**src/rtl/demux_scheduler.sv**
```systemverilog
// Round-robin word scheduler driving a 1:8 demux: accepts one word, grants a ready lane,
// delivers it for one cycle, then idles for GUARD_CYCLES. Optional word counter: DEMUX_SCHED_CNT_EN.
module demux_scheduler #(
    parameter int unsigned GUARD_CYCLES = 1
) (
    input  logic        clk,
    input  logic        rst,
    input  logic        in_valid,
    input  logic [3:0]  datain,
    output logic        in_ready,
    input  logic [7:0]  lane_ready,
    output logic [2:0]  select,
    output logic [3:0]  dataout,
    output logic        out_valid
`ifdef DEMUX_SCHED_CNT_EN
    ,
    output logic [15:0] word_cnt
`endif
);

    typedef enum logic [1:0] {IDLE, ARB, DRIVE, GUARD} state_t;

    localparam logic [3:0] GUARD_LOAD = (GUARD_CYCLES == 0) ? 4'd0 : 4'(GUARD_CYCLES - 1);

    state_t     state, state_nxt;
    logic [2:0] ptr;
    logic [2:0] grant;
    logic [2:0] idx;
    logic       grant_vld;
    logic [3:0] hold;
    logic [3:0] guard_cnt;

    assign in_ready = (state == IDLE) && !rst;

    // First ready lane at or after ptr, wrapping modulo 8.
    always_comb begin
        grant     = '0;
        grant_vld = 1'b0;
        idx       = '0;
        for (int unsigned i = 0; i < 8; i++) begin
            idx = ptr + 3'(i);
            if (!grant_vld && lane_ready[idx]) begin
                grant     = idx;
                grant_vld = 1'b1;
            end
        end
    end

    always_comb begin
        state_nxt = state;
        case (state)
            IDLE:    if (in_valid) state_nxt = ARB;
            ARB:     if (grant_vld) state_nxt = DRIVE;
            DRIVE:   state_nxt = (GUARD_CYCLES > 0) ? GUARD : IDLE;
            GUARD:   if (guard_cnt == '0) state_nxt = IDLE;
            default: state_nxt = IDLE;
        endcase
    end

    // Outputs are loaded on ARB->DRIVE so they are valid for exactly the DRIVE cycle.
    always_ff @(posedge clk or posedge rst) begin
        if (rst) begin
            state     <= IDLE;
            ptr       <= '0;
            select    <= '0;
            dataout   <= '0;
            out_valid <= 1'b0;
            hold      <= '0;
            guard_cnt <= '0;
        end else begin
            state <= state_nxt;
            case (state)
                IDLE: begin
                    if (in_valid) hold <= datain;
                end
                ARB: begin
                    if (grant_vld) begin
                        select    <= grant;
                        dataout   <= hold;
                        out_valid <= 1'b1;
                    end
                end
                DRIVE: begin
                    out_valid <= 1'b0;
                    dataout   <= '0;
                    ptr       <= select + 3'd1;
                    guard_cnt <= GUARD_LOAD;
                end
                GUARD: begin
                    if (guard_cnt != '0) guard_cnt <= guard_cnt - 4'd1;
                end
                default: ;
            endcase
        end
    end

`ifdef DEMUX_SCHED_CNT_EN
    always_ff @(posedge clk or posedge rst) begin
        if (rst) begin
            word_cnt <= '0;
        end else if (state == DRIVE) begin
            word_cnt <= word_cnt + 16'd1;
        end
    end
`endif

endmodule

```
**config.mk**
```make
export PLATFORM = sky130hd
export DESIGN_NAME = demux_scheduler
export DESIGN_NICKNAME = d
export VERILOG_FILES = /design/src/rtl/demux_scheduler.sv
export SDC_FILE = /design/constraint.sdc
export NUM_CORES = 1
export LEC_CHECK = 0
export ABC_AREA = 0
export CORE_MARGIN = 4
export CORE_UTILIZATION = 35
export DETAILED_ROUTE_END_ITERATION = 10
export GPL_TIMING_DRIVEN = 0
export PLACE_DENSITY_LB_ADDON = 0.3
export SLEW_MARGIN = 20
export SYNTH_ARGS = -nofsm -noshare
export SYNTH_HDL_FRONTEND = slang
export SYNTH_SLANG_ARGS = --single-unit
```
**constraint.sdc**
```tcl
create_clock -name clk -period 4.3 [get_ports clk]
set_input_delay 1.29 -clock clk [delete_from_list [all_inputs] [get_ports clk]]
set_output_delay 1.29 -clock clk [all_outputs]
set_load 0.01 [all_outputs]
```
Word level (Yosys, flattened, before mapping)
Cells that the tools add are included.
{"block": "op_classes", "n_addsub": 9, "order_cmp": 8, "eq_ne": 7, "n_mux": 42, "reduce_logical": 26}
{"op": "$lt 3x4->1 const B", "n": 8}
{"op": "$bmux 1 s3", "n": 8}
{"op": "$mux 3", "n": 8}
{"op": "$mux 1", "n": 17}
{"op": "$pmux 4 s2", "n": 2}
{"op": "$add 3x3->3 const B", "n": 4}
{"op": "$logic_and 1x1->1", "n": 8}
{"op": "$logic_not 1->1", "n": 8}
{"op": "$mux 4", "n": 2}
{"op": "$ne 2x2->1 const B", "n": 4}
{"op": "$pmux 2 s4", "n": 1}
{"op": "$reduce_and 2->1", "n": 4}
{"op": "$add 3x1->3 const B", "n": 2}
{"op": "$add 3x2->3 const B", "n": 2}
{"op": "$mux 2", "n": 3}
{"op": "$eq 2x2->1 const B", "n": 2}
{"op": "$logic_not 4->1", "n": 1}
{"op": "$reduce_bool 2->1", "n": 2}
{"op": "$reduce_bool 4->1", "n": 1}
{"op": "$sub 4x1->4 const B", "n": 1}
{"op": "$reduce_and 3->1", "n": 1}
{"op": "$eq 2x1->1 const B", "n": 1}
{"op": "$logic_not 2->1", "n": 1}
{"op": "$pmux 1 s2", "n": 1}
{"block": "word_totals", "register_bits": 21, "inputBits": 15, "output_inout_bits": 9}

Logic depth before layout (Yosys ltp)
{"block": "logic_depth", "depth_word": 26, "ltp_mapped": 14}

Worst setup path after synthesis
No wires, ideal clock.
{"block": "synth_path", "kind": "input-to-reg", "start": "input port lane_ready[0]", "end": "register state[1]", "t_arrival_ps": 3169, "required_ps": 4173, "slack_ps": 1004, "stages": 7, "path_cell_list": "mux4_2 -> mux2_4 -> nor4b_4 -> and3b_1 -> buf_6 -> a31o_4 -> mux2_1"}
{"block": "synth_between", "elab_chain_cells": 26, "elab_cells_between_ends": 40}
{"element": "start: declaration", "line": "11", "text": "input logic [7:0] lane_ready,"}
{"element": "$bmux 1 s3", "line": "42", "text": "if (!grant_vld && lane_ready[idx]) begin"}
{"element": "$mux 1 (not written as such)", "line": "42"}
{"element": "$mux 1", "line": "42"}
{"element": "$logic_not 1->1", "line": "42"}
{"element": "$logic_and 1x1->1", "line": "42"}
{"element": "$mux 1", "line": "42"}
{"element": "$logic_not 1->1", "line": "42"}
{"element": "$logic_and 1x1->1", "line": "42"}
{"element": "[10 not listed]"}
{"element": "$logic_not 1->1", "line": "42"}
{"element": "$logic_and 1x1->1", "line": "42"}
{"element": "$mux 1", "line": "42"}
{"element": "$logic_not 1->1", "line": "42"}
{"element": "$logic_and 1x1->1", "line": "42"}
{"element": "$mux 1 *", "line": "42"}
{"element": "$ne 2x2->1 (no source line) *"}
{"element": "$reduce_and 3->1 (no source line) *"}
{"element": "end signal: assignment", "line": "71", "text": "state <= state_nxt;"}
{"element": "end: declaration", "line": "25", "text": "state_t state, state_nxt;"}
Mark *: on every way between the ends. The rest lies on a longest branch, timed or not. The select of a mux whose other input is x is not followed.
A chain may end at the register's enable or synchronous reset.

Worst setup path after layout
Ends and elaborated chain as after synthesis.

==> run_results.csv <==
group,metric,value,unit
run,drv_cap,0,
cts,cts_tree,"built",
cts,path_clk_slew,0.08,ns
sta,final-hold-violation-count,0,
global_route,grt_pass1_vias,1580,
synth,syn-cell-area,1950,um^2
synth,avgSynthCellArea,10.2,um^2
synth,syn_inst,192,
power_and_ir_drop,max-vdd-ir-drop,0.361,mV
detailed_routing,antenna_left,0,
floorplan,initial_core_util,37.1,%
sta,period_share,88.3,%
synth,syn_nets,217,
synth,post-synth-top-area-cell,"dfrtp_1",
layout,multi_input_area,1310,um^2
sta,final_max_slew_viol_count,0,
outcome,outcome,"complete, no violations",
sta,period_needed,3.80,ns
detailed_routing,wl_per_cell,15.1,um
hold_path,hold_start,"out_valid",
cts,numCtsBuffers,3,
power_and_ir_drop,switching_power,0.866,mW
cts,postCtsSetupBuffers,0,
synth,yosysTopAreaCellShare,26.9,%
setup_path,cp.required,4.45,ns
cts,clk-insertion-delay-late,0.26,ns
hold_path,min-delay-path-class,"reg2reg",
power_and_ir_drop,power_frac_clock,6.8,%
synth,ys_types,48,
sta,tns,0,ns
detailed_routing,firstDrtPassIters,4,
floorplan,io_pins,24,
placement,io_buffers,23,
synth,async_flop_share,100,%
setup_path,path_max_fanout,8,
synth,synth_seq_cells,21,
layout,area_delta_synth_final,18.6,%
global_route,antenna_found_initial,0,
power_and_ir_drop,intPower,1.01,mW
cts,cts_buffer_depth,2,
synth,yosys-top-cells-area,"dfrtp_1, mux4_2, ha_1",
sta,fmax,263,MHz
detailed_routing,via_count,1578,
detailed_routing,drc,0,
synth,synth.most_common_cell,"dfrtp_1",
synth,ys_dominant_reg_cell,"dfrtp_1",
cts,cts-root-buf,"clkbuf_8",
sta,worst_slew_pin_slew,0.823,ns
synth,yosysWarnings,0,
cts,cts_sinks,21,
synth,yosys-top-cells-count,"dfrtp_1, nor2_1, inv_1",
layout,nFillCells,526,
setup_path,worst_ep_arrival_time,3.94,ns
global_route,grtUsageTotal,14.1,%
setup_path,start_kind,"input port",
power_and_ir_drop,comb_power_share,75.3,%
floorplan,dieHeight,82.7,um
power_and_ir_drop,pwr-share-seq,17.8,%
floorplan,dieArea,6840,um^2
cts,h-tree-depth,1,
power_and_ir_drop,leakage,0.915,nW
setup_path,worstSetupStartpoint,"lane_ready[0]",
sta,rsz0062_at_grt,"false",
power_and_ir_drop,power.density,808,nW/um^2
layout,seqCellArea,526,um^2
layout,nets,245,
detailed_routing,vias_per_cell,5.46,
floorplan,die_w,82.7,um
global_route,grt_pass1_wl,7520,um
setup_path,path_class,"in2reg",
setup_path,end_kind,"flop",
cts,ctsHoldBuffers,0,
placement,hpwl,3380,um
sta,hold_ws,0.515,ns
detailed_routing,wl,4370,um
sta,fin_skew,0.00181,ns
power_and_ir_drop,total_power,1.87,mW
power_and_ir_drop,swShare,46.3,%
sta,finalSetupViolCount,0,
layout,drive_gt1_share,17.4,%
cts,cts_resized,0,
floorplan,num_rows,26,
global_route,overflow,0,
layout,antenna_cells,0,
placement,routabilityCongestion,0.820,
synth,synth-seq-area-share,26.9,%
synth,synth_edf_count,0,
sta,slew_headroom,45.1,%
detailed_routing,drt_iter0_markers,232,
floorplan,core_area,5270,um^2
setup_path,r2r-start,"ptr[1]",
global_route,grt_max_degree,22,
==> state kept, by name, indices dropped and copies added, names as in the netlist <==
register   flops
dataout        4
guard_cnt      4
hold           4
out_valid      1
ptr            3
select         3
state          2
==> worst paths after layout <==
path / slack [ns] / endpoint / cells past startpoint
max: 0.50 / state[1] / 8
min reg2reg: 0.51 / out_valid / 1
min in group asynchronous: 1.52 / dataout[2] / 2
max in group asynchronous: 2.28 / dataout[0] / 2
min: 0.51 / out_valid / 1
max reg2reg: 0.61 / select[0] / 11
==> cell families (layout without fill, tap and decap cells) <==
kind of cell | after synthesis | in the layout | share of synthesized area (%)
AND/OR/NAND/NOR | 51 | 51 | 14.0
AO/OA/AOI/OAI | 48 | 48 | 18.3
multiplexers | 31 | 31 | 25.8
buffers and inverters | 25 | 52 | 5.89
flip-flops | 21 | 21 | 26.9
adder cells (fa/ha/maj) | 10 | 10 | 6.41
XOR/XNOR | 6 | 6 | 2.69
==> layout make-up <==
type / count / share of cell area (%)
Multi-Input combinational cell: 146 / 56.6
Tap cell: 70 / 3.78
Clock buffer: 3 / 1.78
Timing Repair Buffer: 23 / 9.94
Clock inverter: 1 / 0.216
Inverter: 15 / 2.43
Sequential cell: 21 / 22.7
Buffer: 10 / 2.54
==> critical path, cell delays in order <==
cell,delay (ns)
clkdlybuf4s50_1,0.55
mux4_2,0.60
mux2_4,0.35
nor4b_4,0.32
and3b_1,0.22
buf_6,0.14
a31o_4,0.17
mux2_1,0.31
==> layout by cell type (no fill, tap or decap), drive strengths merged, types with 4 or more instances in the layout <==
cell	n
o2bb2ai	6
a21oi	10
dfrtp	21
mux4	13
nor3	4
nand2	12
buf	5
nor2	16
clkbuf	8
xnor2	6
clkdlybuf4s50	23
inv	14
a22oi	5
o21ai	11
ha	10
nor2b	6
mux2	16
==> per-layer routing <==
| metal | up-vias | share of wire, % | GRT usage [%] |
|---|---|---|---|
| met2 | 64 | 45 | 22.6 |
| met5 | - | 0 | 0 |
| li1 | 771 | - | - |
| met1 | 739 | 47 | 19.9 |
| met3 | 4 | 7.4 | 2.06 |
| met4 | 0 | 0.87 | 3.43 |
==> metrics by stage <==
step / cell area (um^2) / setup slack [ns] / utilization (%) / cells
final: 2320 / 0.504 / 44.0 / 289
after global routing: 2320 / 0.321 / 44.0 / 289
after CTS: 2320 / 0.534 / 44.0 / 289
after detailed placement: 2270 / 0.268 / 43.1 / 285
after global placement: 2270 / 0.285 / 43.1 / 285
after floorplan: 1950 / 1.00 / - / 192
==> power by group through the flow <==
stage / sequential, mW / clock, mW / combinational, mW
2_1_floorplan: 0.338 / 0 / 1.09
3_3_place_gp: 0.337 / 0 / 1.40
3_5_place_dp: 0.337 / 0 / 1.41
4_1_cts: 0.334 / 0.136 / 1.41
5_1_grt: 0.343 / 0.145 / 1.57
6_report: 0.334 / 0.128 / 1.41
No activity file was read; power rests on OpenSTA's default activity.
